$ cat config.mk
export PLATFORM = sky130hd
export DESIGN_NAME = div_unit
export DESIGN_NICKNAME = d
export VERILOG_FILES = /design/src/rtl/div_pkg.sv /design/src/rtl/div_unit_divider.sv /design/src/rtl/div_unit.sv
export SDC_FILE = /design/constraint.sdc
export NUM_CORES = 1
export LEC_CHECK = 0
export BUFFER_PORTS_ARGS = -buffer_cell sky130_fd_sc_hd__buf_2
export CAP_MARGIN = 10
export CORE_AREA = 2 2 182 184
export DETAILED_ROUTE_END_ITERATION = 10
export DIE_AREA = 0 0 184 186
export GPL_TIMING_DRIVEN = 1
export PLACE_DENSITY = 0.68
export SLEW_MARGIN = 20
export SYNTH_ARGS = -nofsm -noshare
export SYNTH_HDL_FRONTEND = slang
export SYNTH_HIERARCHICAL = 1
export SYNTH_SLANG_ARGS = --single-unit
$ cat constraint.sdc
create_clock -name clk -period 3.5 [get_ports clk]
set_clock_uncertainty 0.2 [all_clocks]
set_input_delay 0.35 -clock clk [delete_from_list [all_inputs] [get_ports clk]]
set_output_delay 0.35 -clock clk [all_outputs]
set_load 0.01 [all_outputs]
$ cat src/rtl/div_pkg.sv
// Shared encodings and constants for the RV32M divide/remainder unit.
package div_pkg;

    localparam logic [1:0] OP_DIV  = 2'b00;
    localparam logic [1:0] OP_DIVU = 2'b01;
    localparam logic [1:0] OP_REM  = 2'b10;
    localparam logic [1:0] OP_REMU = 2'b11;

    typedef logic [1:0] state_t;
    localparam state_t IDLE  = 2'd0;
    localparam state_t START = 2'd1;
    localparam state_t WAIT  = 2'd2;
    localparam state_t RESP  = 2'd3;

    localparam logic [31:0] DIV0_QUOT = 32'hFFFF_FFFF;
    localparam logic [31:0] INT_MIN   = 32'h8000_0000;
    localparam logic [31:0] NEG_ONE   = 32'hFFFF_FFFF;

    function automatic logic [31:0] neg_if(input logic neg, input logic [31:0] v);
        return neg ? (~v + 32'd1) : v;
    endfunction

endpackage

$ cat src/rtl/div_unit_divider.sv
// Unsigned iterative divider core: two setup cycles, then one restoring step per
// quotient bit; rdy_o pulses for one cycle with the results.
module divider (
    input  logic        clk,
    input  logic        rst,
    input  logic        vld_i,
    input  logic [31:0] div1_i,
    input  logic [31:0] div2_i,
    output logic        rdy_o,
    output logic [31:0] res_q_o,
    output logic [31:0] res_r_o
);

    localparam logic [2:0] C_IDLE  = 3'd0;
    localparam logic [2:0] C_NORM  = 3'd1;
    localparam logic [2:0] C_ALIGN = 3'd2;
    localparam logic [2:0] C_BUSY  = 3'd3;
    localparam logic [2:0] C_DONE  = 3'd4;

    logic [2:0]  st_q, st_d;
    logic [4:0]  shift_q, shift_d, cnt_q, cnt_d;
    logic [31:0] quo_q, quo_d, rem_q, rem_d, dsr_q, dsr_d;
    logic [4:0]  msb1, msb2;

    // Result is undefined for a zero input; callers must not divide zero.
    function automatic logic [4:0] msb_pos(input logic [31:0] v);
        logic [4:0] p;
        p = 5'd0;
        for (int i = 0; i < 32; i++) begin
            if (v[i]) p = 5'(i);
        end
        return p;
    endfunction

    assign msb1 = msb_pos(div1_i);
    assign msb2 = msb_pos(div2_i);

    always_comb begin
        st_d    = st_q;
        shift_d = shift_q;
        cnt_d   = cnt_q;
        quo_d   = quo_q;
        rem_d   = rem_q;
        dsr_d   = dsr_q;
        case (st_q)
            C_IDLE, C_DONE: begin
                if (vld_i) st_d = C_NORM;
                else       st_d = C_IDLE;
            end
            C_NORM: begin
                shift_d = (msb1 >= msb2) ? (msb1 - msb2) : 5'd0;
                st_d    = C_ALIGN;
            end
            C_ALIGN: begin
                dsr_d = div2_i << shift_q;
                rem_d = div1_i;
                quo_d = '0;
                cnt_d = shift_q;
                st_d  = C_BUSY;
            end
            C_BUSY: begin
                if (rem_q >= dsr_q) begin
                    rem_d = rem_q - dsr_q;
                    quo_d = {quo_q[30:0], 1'b1};
                end else begin
                    quo_d = {quo_q[30:0], 1'b0};
                end
                dsr_d = dsr_q >> 1;
                if (cnt_q == 5'd0) st_d = C_DONE;
                else               cnt_d = cnt_q - 5'd1;
            end
            default: st_d = C_IDLE;
        endcase
    end

    always_ff @(posedge clk) begin
        if (rst) begin
            st_q    <= C_IDLE;
            shift_q <= '0;
            cnt_q   <= '0;
            quo_q   <= '0;
            rem_q   <= '0;
            dsr_q   <= '0;
        end else begin
            st_q    <= st_d;
            shift_q <= shift_d;
            cnt_q   <= cnt_d;
            quo_q   <= quo_d;
            rem_q   <= rem_d;
            dsr_q   <= dsr_d;
        end
    end

    assign rdy_o   = (st_q == C_DONE);
    assign res_q_o = quo_q;
    assign res_r_o = rem_q;

endmodule

$ cat src/rtl/div_unit.sv
// RV32M DIV/DIVU/REM/REMU execution unit wrapping the iterative divider core.
// Optional result reuse of the last core-computed operation: DIV_UNIT_REUSE_EN.
module div_unit #(
    parameter int unsigned XLEN  = 32,
    parameter int unsigned TAG_W = 5
) (
    input  logic             clk,
    input  logic             rst,
    input  logic             req_vld_i,
    output logic             req_rdy_o,
    input  logic [1:0]       req_op_i,
    input  logic [XLEN-1:0]  req_rs1_i,
    input  logic [XLEN-1:0]  req_rs2_i,
    input  logic [TAG_W-1:0] req_tag_i,
    output logic             rsp_vld_o,
    input  logic             rsp_rdy_i,
    output logic [XLEN-1:0]  rsp_data_o,
    output logic [TAG_W-1:0] rsp_tag_o,
    output logic             busy_o
);
    import div_pkg::*;

    state_t           state_q, state_d;
    logic [1:0]       op_q, op_d;
    logic [TAG_W-1:0] tag_q, tag_d;
    logic             negq_q, negq_d, negr_q, negr_d;
    logic [XLEN-1:0]  mag1_q, mag1_d, mag2_q, mag2_d, data_q, data_d;

    logic             core_vld, core_rdy;
    logic [XLEN-1:0]  core_q, core_r;

    logic             is_signed, s1, s2, div0, ovf, zero_dvd, special, core_done;
    logic [XLEN-1:0]  spec_quot, spec_rem, fin_quot, fin_rem;
    logic             reuse_hit;
    logic [XLEN-1:0]  reuse_quot, reuse_rem;

    assign is_signed = ~req_op_i[0];
    assign s1        = is_signed & req_rs1_i[XLEN-1];
    assign s2        = is_signed & req_rs2_i[XLEN-1];
    assign div0      = (req_rs2_i == '0);
    assign ovf       = is_signed && (req_rs1_i == INT_MIN) && (req_rs2_i == NEG_ONE);
    assign zero_dvd  = (req_rs1_i == '0);
    assign special   = div0 | ovf | zero_dvd;

    always_comb begin
        spec_quot = '0;
        spec_rem  = '0;
        if (div0) begin
            spec_quot = DIV0_QUOT;
            spec_rem  = req_rs1_i;
        end else if (ovf) begin
            spec_quot = INT_MIN;
        end
    end

    assign fin_quot  = neg_if(negq_q, core_q);
    assign fin_rem   = neg_if(negr_q, core_r);
    assign core_done = (state_q == WAIT) && core_rdy;

`ifdef DIV_UNIT_REUSE_EN
    logic            reuse_vld_q, reuse_sgn_q;
    logic [XLEN-1:0] reuse_rs1_q, reuse_rs2_q, reuse_quot_q, reuse_rem_q;

    assign reuse_hit  = reuse_vld_q && (reuse_sgn_q == is_signed) &&
                        (reuse_rs1_q == req_rs1_i) && (reuse_rs2_q == req_rs2_i);
    assign reuse_quot = reuse_quot_q;
    assign reuse_rem  = reuse_rem_q;

    // Key is latched when a core operation starts; results and valid land on completion.
    always_ff @(posedge clk) begin
        if (rst) begin
            reuse_vld_q  <= 1'b0;
            reuse_sgn_q  <= 1'b0;
            reuse_rs1_q  <= '0;
            reuse_rs2_q  <= '0;
            reuse_quot_q <= '0;
            reuse_rem_q  <= '0;
        end else if (state_q == IDLE && req_vld_i && !special && !reuse_hit) begin
            reuse_vld_q <= 1'b0;
            reuse_sgn_q <= is_signed;
            reuse_rs1_q <= req_rs1_i;
            reuse_rs2_q <= req_rs2_i;
        end else if (core_done) begin
            reuse_vld_q  <= 1'b1;
            reuse_quot_q <= fin_quot;
            reuse_rem_q  <= fin_rem;
        end
    end
`else
    assign reuse_hit  = 1'b0;
    assign reuse_quot = '0;
    assign reuse_rem  = '0;
`endif

    always_comb begin
        state_d = state_q;
        op_d    = op_q;
        tag_d   = tag_q;
        negq_d  = negq_q;
        negr_d  = negr_q;
        mag1_d  = mag1_q;
        mag2_d  = mag2_q;
        data_d  = data_q;
        case (state_q)
            IDLE: begin
                if (req_vld_i) begin
                    op_d   = req_op_i;
                    tag_d  = req_tag_i;
                    negq_d = s1 ^ s2;
                    negr_d = s1;
                    mag1_d = s1 ? (~req_rs1_i + 1'b1) : req_rs1_i;
                    mag2_d = s2 ? (~req_rs2_i + 1'b1) : req_rs2_i;
                    if (special) begin
                        data_d  = req_op_i[1] ? spec_rem : spec_quot;
                        state_d = RESP;
                    end else if (reuse_hit) begin
                        data_d  = req_op_i[1] ? reuse_rem : reuse_quot;
                        state_d = RESP;
                    end else begin
                        state_d = START;
                    end
                end
            end
            START: state_d = WAIT;
            WAIT: begin
                if (core_rdy) begin
                    data_d  = op_q[1] ? fin_rem : fin_quot;
                    state_d = RESP;
                end
            end
            RESP: begin
                if (rsp_rdy_i) state_d = IDLE;
            end
            default: state_d = IDLE;
        endcase
    end

    always_ff @(posedge clk) begin
        if (rst) begin
            state_q <= IDLE;
            op_q    <= '0;
            tag_q   <= '0;
            negq_q  <= 1'b0;
            negr_q  <= 1'b0;
            mag1_q  <= '0;
            mag2_q  <= '0;
            data_q  <= '0;
        end else begin
            state_q <= state_d;
            op_q    <= op_d;
            tag_q   <= tag_d;
            negq_q  <= negq_d;
            negr_q  <= negr_d;
            mag1_q  <= mag1_d;
            mag2_q  <= mag2_d;
            data_q  <= data_d;
        end
    end

    // Core vld is only high in START, so it is never asserted alongside core rdy.
    assign core_vld = (state_q == START);

    divider u_divider (
        .clk     (clk),
        .rst     (rst),
        .vld_i   (core_vld),
        .div1_i  (mag1_q),
        .div2_i  (mag2_q),
        .rdy_o   (core_rdy),
        .res_q_o (core_q),
        .res_r_o (core_r)
    );

    assign req_rdy_o  = (state_q == IDLE);
    assign rsp_vld_o  = (state_q == RESP);
    assign rsp_data_o = data_q;
    assign rsp_tag_o  = tag_q;
    assign busy_o     = (state_q != IDLE);

endmodule
# Word-level counts from Yosys, hierarchy flattened
# Index checks and enable logic that the tools add are counted.
# word_totals
ff_bits,216
inputBits,75
elab_cells,157
output_inout_bits,40
# op_classes
shift,1
bitwise_logic,10
addsub,7
n_eq_ne,16
order_cmp,2
muxes,91
n_reduce_logical,16
# ops
op,count
2-to-1 mux 32 bit,13
case mux 32 bit (2 select lines),4
2-to-1 mux 5 bit,48
adder 32 x 1 -> 32 bit (second input constant),4
inverter 32 bit,4
== test 32 bit (second input constant),2
zero test 32 bit,2
greater-or-equal comparator 32 bit,1
2-to-1 mux 4 bit,8
<< shifter 32 x 5 -> 32 bit,1
subtractor 32 bit,1
2-to-1 mux 3 bit,5
2-to-1 mux 2 bit,6
case mux 3 bit (4 select lines),1
case mux 5 bit (2 select lines),1
inequality test 2 x 1 -> 1 bit (second input constant),4
case mux 2 bit (4 select lines),1
== test 3 x 2 -> 1 bit (second input constant),2
inequality test 2 bit (second input constant),3
AND reduction 2 bit,3
nonzero test 2 bit,3
greater-or-equal comparator 5 bit,1
zero test 5 bit,1
subtractor 5 x 1 -> 5 bit (second input constant),1
other kinds (16),23

# Logic depth before layout (Yosys ltp)
# Gate-level depths: netlist of run 1.
# depth
depth_word,33
mapped_depth,17
ltp_nobuf,17

# Modules after synthesis
# The synthesis of run 1 kept the hierarchy.
# by_module_without_submodules
module,area_per_inst_um2,n_inst,seq_area_each_um2,cells_per_inst
divider,8523.2,1,2182.1,1132
div_unit,7440.9,1,2122.0,958

# Worst setup path before layout of run 1
# OpenSTA, ideal clock, no wires.
# synth_path
path_type,flip-flop to flip-flop
from,reg mag1_q[3]
to,reg u_divider.shift_q[0]
stages_incl_launch_ff,17
setup_ps,128
required_time_ps,3172
period_less_slack_ps,3042
n_path_buf,0
arrival_time_ps,2714
setup_slack_ps,458
cell_sequence,dfxtp_1 nor2_1 o31ai_1 a21boi_0 o31ai_1 a211oi_1 o31ai_1 a21boi_0 o31ai_1 ha_1 nor2b_1 o21ai_0 a31oi_1 o21ai_0 a21oi_1 a22oi_1 nor2_1
# synth_between
elab_chain_len,31
elab_cells_between_ends,32
classes_between,1 x add/sub; 1 x order compare; 30 x mux
# synth_lines
item,line,rtl
from (decl),div_unit.sv:27,"logic [XLEN-1:0] mag1_q, mag1_d, mag2_q, mag2_d, data_q, data_d;"
from (signal assigned),div_unit.sv:154,mag1_q <= mag1_d;
2-to-1 mux 5 bit * (29 in series),div_unit_divider.sv:30,if (v[i]) p = 5'(i);
subtractor 5 bit or greater-or-equal comparator 5 bit (tied branches),div_unit_divider.sv:51,shift_d = (msb1 >= msb2) ? (msb1 - msb2) : 5'd0;
2-to-1 mux 5 bit *,div_unit_divider.sv:51,
to (signal assigned),div_unit_divider.sv:86,shift_q <= shift_d;
to (decl),div_unit_divider.sv:21,"logic [4:0] shift_q, shift_d, cnt_q, cnt_d;"
# Mark *: on every way between the ends. The rest lies on a longest branch, timed or not.
# A chain may end at the register's enable or synchronous reset.

# Worst setup path in the final report of run 1
# layout_path
from,reg u_divider.dsr_q[20]
to,"reg u_divider.rem_q[31], in the netlist u_divider/res_r_o[31]"
# layout_between
elab_chain_len,3
elab_cells_between_ends,6
classes_between,1 x add/sub; 1 x order compare; 1 x eq/ne; 2 x mux; 1 x reduce/logical
# layout_lines
item,line,rtl
from (decl),div_unit_divider.sv:22,"logic [31:0] quo_q, quo_d, rem_q, rem_d, dsr_q, dsr_d;"
from (signal assigned),div_unit_divider.sv:90,dsr_q <= dsr_d;
subtractor 32 bit or greater-or-equal comparator 32 bit (tied branches),"div_unit_divider.sv:63, div_unit_divider.sv:62",
2-to-1 mux 32 bit or inequality test 2 x 1 -> 1 bit (tied branches),-,
case mux 32 bit (2 select lines) or AND reduction 2 bit (tied branches),-,
to (signal assigned),div_unit_divider.sv:89,rem_q <= rem_d;
to (decl),div_unit_divider.sv:22,
# Several ways; a longest one is shown, not always the timed one. The select of a mux whose other input is x is not followed.

==> impl_metrics.csv, run 1 <==
group,metric,value,unit
critical_path,critPathBufInv,2,
final_layout,design_area,18390,µm²
pwr,vdd_drop_max,604.3,µV
critical_path,endpoint,"u_divider/res_r_o[31]$_SDFFE_PP0P_",
cts,clockRootBuffer,"clkbuf_16",
drt,avgRoutedWirePerCell,20.69,µm
critical_path,reg2reg_depth,11,
critical_path,worstSetupEndpointType,"flip-flop",
die,ios,115,
critical_path,cp_num_cells,11,
cts,cts_tree,"built",
global_route,grt_max_degree,94,
outcome,status,"complete, no violations",
final_layout,syn2layout_area_growth,15.19,%
cts,cts_made_buffers,26,
cts,h-tree-depth,1,
critical_path,required,3.73,ns
final_layout,nFillCells,3019,
global_route,grt_pass1_vias,15150,
place,dpl.hpwl,40170,µm
critical_path,reg2reg_slack,0.18,ns
critical_path,crit_family,"compound AO/OA/AOI/OAI gates",
drt,dr.pass1.iters,7,
logic_synthesis,synth_cell_type_count,88,
drt,postRouteAntennaNets,0,
drt,drc,0,
critical_path,worstSetupStartpoint,"u_divider/dsr_q[20]$_SDFFE_PP0P_",
cts,clkSinkCount,215,
global_route,grt_pass1_wl,83550,µm
global_route,grt.overflow.total,0,
critical_path,r2r_end,"u_divider/res_r_o[31]$_SDFFE_PP0P_",
place,place_area,16910,µm²
critical_path,critical_path_arrival,3.54,ns
place,place.port_buffers,114,
critical_path,cp_max_fo,5,
drt,dr_wl_met2,22650,µm
die,die_width,184,µm
drt,totalWireLength,54100,µm
critical_path,cp_slowest_stage_delay,0.49,ns
logic_synthesis,ys_seq_area_share,26.96,%
timing,holdWs,0.009246,ns
job,cap_viol_max_count,0,
critical_path,worst-setup-path-type,"flip-flop to flip-flop",
timing,period_minus_slack,3.315,ns
global_route,grt_util_all_layers,30.78,%
timing,fin_setup_tns,0,ns
drt,wl_met1,24070,µm
timing,timing.fmax,0.3017,GHz
timing,finalSetupViolations,0,
place,gp_congestion,0.9972,
die,die_h,186,µm
die,core,32210,µm²
timing,worst_pin_slew,0.8441,ns
die,dieArea,34220,µm²
logic_synthesis,synth_flop_cell,"dfxtp_1",
critical_path,cp_cell_sequence,"inv_1, ha_1, a21oi_1, o21ai_0, or2_2, a2111oi_0, buf_4, nor2_1, a311oi_1, xor2_1, o211ai_1",
pwr,totalPowerFinal,16.89,mW
drt,drt_iter0_drc,1915,
drt,met3_length,5056,µm
min_path,hp-class,"input port to flip-flop",
timing,timing.final.crit_share,94.72,%
logic_synthesis,async_flop_share,0,%
timing,slew_headroom,43.65,%
logic_synthesis,ys_ff_latch,215,
die,start_util,49.57,%
timing,final-max-slew-violation-count,0,
drt,drt-vias-per-instance,6.360,
logic_synthesis,synth_edf_count,0,
logic_synthesis,synthCells,2090,
final_layout,drive_gt1_share,13.51,%
cts,path_clk_slew,0.06,ns
critical_path,cp-start-kind,"flip-flop",
logic_synthesis,avgSynthCellArea,7.638,µm²
critical_path,r2r_start,"u_divider/dsr_q[20]$_SDFFE_PP0P_",
timing,rsz0062_at_grt,"no",
logic_synthesis,yosys_warnings,6,
logic_synthesis,synth_nets,2215,
cts,insertion_delay,0.56,ns
global_route,antenna_found_initial,1,
drt,top_layer,"met5",
logic_synthesis,syn_area,15960,µm²
timing,finalHoldViolations,0,
pwr,power.density,918.4,nW/µm²
drt,vias,16630,
cts,clock_path_buffers,3,
final_layout,nets,2313,
pwr,p_leak,6.728,nW
die,row_count,66,
critical_path,slowest_stage,"a2111oi_0",
==> power by group <==
group / switching [mW] / internal [mW]
clock network: 1.14 / 1.82
logic: 6.05 / 4.08
registers: 0.851 / 2.95
==> placed cells by master (no fill, tap or decap), types with 35 or more instances in the layout <==
cell and n:
xor2_1 67, dlygate4sd3_1 46, a211oi_1 91, buf_4 49, inv_1 79, ha_1 48
buf_2 113, nor3_1 48, nor2_1 239, mux2i_1 45, a21oi_1 151, nand2_1 228
dfxtp_1 209, nand3_1 67, o211ai_1 35, xnor2_1 69, o21ai_0 101
==> cell families after synthesis <==
logic type               after synthesis  share of synthesized area [%]
AND/OR/NAND/NOR                      768                          22.79
AO/OA/AOI/OAI                        626                          27.39
buffers and inverters                227                          5.949
flip-flops                           215                          26.96
XOR/XNOR                             136                          7.461
multiplexers                          68                          5.431
adder cells (fa/ha/maj)               50                          4.013
==> synthesized netlist by cell type, types with 20 or more instances <==
cell type  instances  area (µm²)
nor3_1            49       245.2
dfxtp_1          215        4304
ha_1              48       600.6
inv_1             79       296.5
a21oi_1          152       760.7
a211oi_1          92       690.7
o211ai_1          35       262.8
xnor2_1           69       604.3
clkbuf_1          97       364.1
o31ai_1           34       255.2
nor2b_1           20       125.1
o21ai_0          103       515.5
nor4_1            26       162.7
or3_1             25       156.4
o41ai_1           20       175.2
a311oi_1          30       262.8
mux2i_1           45       450.4
nand2b_1          20       125.1
nand3_1           67       335.3
xor2_1            67       586.8
nand2_1          228       855.8
nand4_1           28       175.2
nor2_1           239       897.1
==> worst register-to-register path: cells and delay by family, from the launching register on <==
family | cells | cell delay, ns
buffers and inverters | 2 | 0.30
AOI/OAI and AO/OA | 5 | 1.32
DFF | 1 | 0.37
xor gates and xnor gates | 1 | 0.25
and+or+nand+nor | 2 | 0.41
adders and majority gates | 1 | 0.35
==> sequential cells by signal (all words and copies together) (netlist names) <==
signal             cells
rsp_tag_o              5
negq_q                 1
u_divider/st_q         3
mag1_q                32
rsp_data_o            32
op_q                   1
state_q                2
u_divider/res_q_o     32
u_divider/dsr_q       32
mag2_q                32
u_divider/shift_q      5
u_divider/res_r_o     32
u_divider/cnt_q        5
negr_q                 1
==> stage by stage <==
| step | setup slack (ns) | util, % | instances |
|---|---|---|---|
| final | 0.1849 | 57.10 | 2615 |
| after global routing | 0.005574 | 57.10 | 2615 |
| after CTS | 0.04402 | 56.83 | 2611 |
| after detailed placement | 0.08649 | 52.49 | 2519 |
| after global placement | 0.1561 | 52.49 | 2519 |
| after floorplan | 0.4582 | - | 2090 |
==> how the worst min path moves through the flow <==
| stage | start | to | slack (ns) | cells after the start |
|---|---|---|---|---|
| 2_1_floorplan | u_divider/dsr_q[24]$_SDFFE_PP0P_ | u_divider/dsr_q[24]$_SDFFE_PP0P_ | 0.24 | 2 |
| 3_3_place_gp | rsp_tag_o[0]$_SDFFE_PP0P_ | rsp_tag_o[0]$_SDFFE_PP0P_ | 0.24 | 2 |
| 3_5_place_dp | rsp_tag_o[1]$_SDFFE_PP0P_ | rsp_tag_o[1]$_SDFFE_PP0P_ | 0.25 | 2 |
| 4_1_cts | req_rs1_i[16] | mag1_q[16]$_SDFFE_PP0P_ | 0.004 | 3 |
| 5_1_grt | req_rs1_i[26] | mag1_q[26]$_SDFFE_PP0P_ | 0.03 | 3 |
| 6_report | req_rs2_i[5] | mag2_q[5]$_SDFFE_PP0P_ | 0.009 | 3 |
==> what timing repair did <==
action	CTS	global route
hold endpoints to repair	46	0
setup endpoints to repair	0	22
resized for setup	0	15
buffers inserted	0	2
hold buffers	46	0
==> routing by layer <==
metal,global-route usage [%],up-vias
met5,2.519,-
li1,-,7916
met3,8.335,123
met2,45.68,683
met1,42.23,7907
met4,11.81,2
==> layout make-up <==
cell class	instances	area [µm²]	share of cell area (%)
antenna	1	2.502	0.01361
clock buffer	34	720.7	3.919
clock inverter	12	216.5	1.177
inverter	80	300.3	1.633
multi-input combinational	1648	10760	58.50
sequential	215	4312	23.45
tap	408	510.5	2.776
timing repair buffer	217	1570	8.539
Note: power is estimated with default switching activity, not from simulation.
==> inputs of run 2 (changes only) <==
--- a/config.mk
+++ b/config.mk
@@ -5,13 +5,13 @@
 export SDC_FILE = /design/constraint.sdc
 export NUM_CORES = 1
 export LEC_CHECK = 0
+export ABC_AREA = 1
 export BUFFER_PORTS_ARGS = -buffer_cell sky130_fd_sc_hd__buf_2
-export CAP_MARGIN = 10
-export CORE_AREA = 2 2 182 184
+export CORE_AREA = 2 2 186 188
 export DETAILED_ROUTE_END_ITERATION = 10
-export DIE_AREA = 0 0 184 186
+export DIE_AREA = 0 0 188 190
 export GPL_TIMING_DRIVEN = 1
-export PLACE_DENSITY = 0.68
+export PLACE_DENSITY = 0.67
 export SLEW_MARGIN = 20
 export SYNTH_ARGS = -nofsm -noshare
 export SYNTH_HDL_FRONTEND = slang
==> impl_metrics.csv, run 2 <==
group,metric,value,unit
drt,drt_iter0_drc,1672,
drt,totalWireLength,56480,µm
place,pre_cts_ws,-0.04369,ns
final_layout,nets,2970,
critical_path,worst-setup-path-type,"flip-flop to flip-flop",
global_route,antenna_found_initial,0,
timing,finalHoldViolations,0,
critical_path,cp_slowest_stage_delay,0.44,ns
pwr,power.internal,8.821,mW
timing,final-max-slew-violation-count,0,
pwr,share_comb_of_total_power,63.6,%
logic_synthesis,synth_common_cells,"705 x nand2_1, 332 x nor2_1, 293 x inv_1, 237 x o21ai_0, 215 x dfxtp_1",
logic_synthesis,ys_ff_latch,215,
pwr,vdd_drop_max,687.5,µV
die,die_h,190,µm
critical_path,crit_family,"compound AO/OA/AOI/OAI gates",
cts,clock_path_buffers,3,
final_layout,final_common_cell,"nand2_1",
pwr,p_sw,9.475,mW
outcome,status,"complete, no violations",
place,place_area,17510,µm²
cts,h-tree-depth,1,
pwr,power.density,964.9,nW/µm²
critical_path,critPathBufInv,2,
place,dpl.hpwl,43200,µm
die,row_count,68,
drt,drt-vias-per-instance,5.577,
cts,path_clk_slew,0.06,ns
pwr,clkPwrFrac,15.2,%
die,die_width,188,µm
place,place.port_buffers,114,
global_route,grt_max_degree,112,
drt,dr.pass1.iters,6,
timing,timing.fmax,0.2907,GHz
timing,worst_pin_slew,1.094,ns
die,core,33950,µm²
logic_synthesis,synth_flop_cell,"dfxtp_1",
pwr,totalPowerFinal,18.30,mW
logic_synthesis,synth_cell_type_count,65,
global_route,grt.overflow.total,0,
critical_path,worstSetupEndpointType,"flip-flop",
critical_path,slowest_stage,"a311oi_1",
global_route,grt_pass1_vias,16740,
die,ios,115,
pwr,p_leak,8.801,nW
final_layout,design_area,18960,µm²
job,cap_viol_max_count,0,
pwr,netSwitchingFraction,51.79,%
global_route,grt_util_all_layers,30.92,%
cts,cts_tree,"built",
logic_synthesis,yosys_warnings,6,
critical_path,cp-start-kind,"flip-flop",
logic_synthesis,synth_most_common_cell,"nand2_1",
timing,slew_headroom,27.07,%
cts,cts_made_buffers,27,
logic_synthesis,synthCells,2737,
drt,vias,18520,
critical_path,cp_cell_sequence,"buf_4, o21ai_0, nand3_1, nand2_1, nand2_1, nand2_1, nand2_1, nand3_1, nand3_1, nand3_1, nand3_1, nand3_1, nand3_1, a311oi_1, ha_1, inv_1, o31ai_4, and2_4, nor3_2, o21bai_2, a31oi_1, a211oi_1",
logic_synthesis,syn_area,16610,µm²
place,gp_congestion,0.9582,
logic_synthesis,ys_seq_area_share,25.91,%
drt,drc,0,
min_path,hp-class,"input port to flip-flop",
logic_synthesis,async_flop_share,0,%
logic_synthesis,synth_edf_count,0,
logic_synthesis,yosys.area.top_type,"dfxtp_1",
logic_synthesis,synth_nets,2862,
die,start_util,48.94,%
final_layout,mostFrequentLayoutCells,"704 x nand2_1, 331 x nor2_1, 286 x inv_1, 235 x o21ai_0, 211 x dfxtp_1",
critical_path,critical_path_arrival,3.71,ns
cts,insertion_delay,0.58,ns
final_layout,drive_gt1_share,10.75,%
cts,clkSinkCount,215,
global_route,grt_pass1_wl,89210,µm
pwr,seqPwrFrac,21.2,%
logic_synthesis,synth_top_area_share,25.91,%
logic_synthesis,avgSynthCellArea,6.070,µm²
drt,avgRoutedWirePerCell,17.01,µm
timing,period_minus_slack,3.440,ns
critical_path,cp_max_fo,5,
die,dieArea,35720,µm²
critical_path,cp_common_cell,"nand3_1",
timing,timing.final.crit_share,98.28,%
final_layout,diodes,0,
logic_synthesis,synth_area_leaders,"dfxtp_1 26%, nand2_1 16%, nor2_1 7.5%",
timing,timing.final.ws_setup,0.06027,ns
drt,postRouteAntennaNets,0,
critical_path,required,3.77,ns
cts,clockRootBuffer,"clkbuf_16",
timing,fin_setup_tns,0,ns
timing,finalSetupViolations,0,
timing,rsz0062_at_grt,"yes",
final_layout,syn2layout_area_growth,14.12,%
-- run 2: what timing repair did --
| item | CTS | global route |
|---|---|---|
| hold buffers | 49 | 0 |
| endpoints found under the hold margin | 52 | 0 |
| resized for setup | 3 | 22 |
| buffers inserted | 0 | 2 |
| setup endpoints to repair | 1 | 5 |
| pin swaps | 1 | 18 |
-- run 2: cell type report --
cell class,count,area [µm²]
timing repair buffer,206,1411
tap,455,569.3
sequential,215,4309
clock buffer,41,798.3
clock inverter,9,77.57
multi-input combinational,2091,10650
fill,3424,14990
inverter,304,1142
-- run 2: metrics by stage --
step	std cells	hold slack, ns	util [%]
after floorplan	2737	0.2540	-
after detailed placement	3220	0.2565	51.59
after global routing	3321	0.04372	55.85
after CTS	3319	0.0006711	55.62
after global placement	3220	0.2515	51.59
final	3321	0.007928	55.85
-- run 2: final timing paths --
kind / from / end / slack (ns) / depth (start not counted)
setup / recovery: mag2_q[2]$_SDFFE_PP0P_ / u_divider/shift_q[4]$_SDFFE_PP0P_ / 0.06 / 22
hold / removal: req_rs2_i[24] / mag2_q[24]$_SDFFE_PP0P_ / 0.008 / 5
setup reg to reg: mag2_q[2]$_SDFFE_PP0P_ / u_divider/shift_q[4]$_SDFFE_PP0P_ / 0.06 / 22
hold reg to reg: rsp_data_o[29]$_SDFFE_PP0P_ / rsp_data_o[29]$_SDFFE_PP0P_ / 0.27 / 2
-- run 2: metal layers --
metal | global-route usage [%] | share of wire (%) | up-vias
met5 | 0 | 0 | -
met4 | 8.904 | 2.5 | 0
met3 | 5.534 | 7.5 | 86
met2 | 50.98 | 45 | 613
met1 | 41.34 | 45 | 8564
li1 | - | - | 9257
-- run 2: power by group through the flow --
| stage | clock [mW] | combinational (mW) | sequential (mW) |
|---|---|---|---|
| final | 2.78 | 11.6 | 3.87 |
| after global routing | 2.94 | 13.1 | 3.96 |
| after CTS | 2.82 | 11.2 | 3.86 |
| after detailed placement | 0 | 11.1 | 3.91 |
| after global placement | 0 | 10.9 | 3.88 |
| after floorplan | 0 | 8.54 | 3.65 |
-- run 2: kinds of logic (layout without fill, tap and decap cells) --
kind of cell             Yosys count  in the layout  share of synthesized area [%]
AND/OR/NAND/NOR                 1324           1324                          33.58
AO/OA/AOI/OAI                    642            642                          22.12
buffers and inverters            431            560                          10.39
flip-flops                       215            215                          25.91
adder cells (fa/ha/maj)           50             50                          3.856
XOR/XNOR                          49             49                          2.583
multiplexers                      26             26                          1.566
-- run 2: worst min-delay path, stage by stage --
cell      delay, ns
buf_2          0.12
nand2_1        0.06
nand2_1        0.05
o221ai_1       0.09
inv_1          0.06
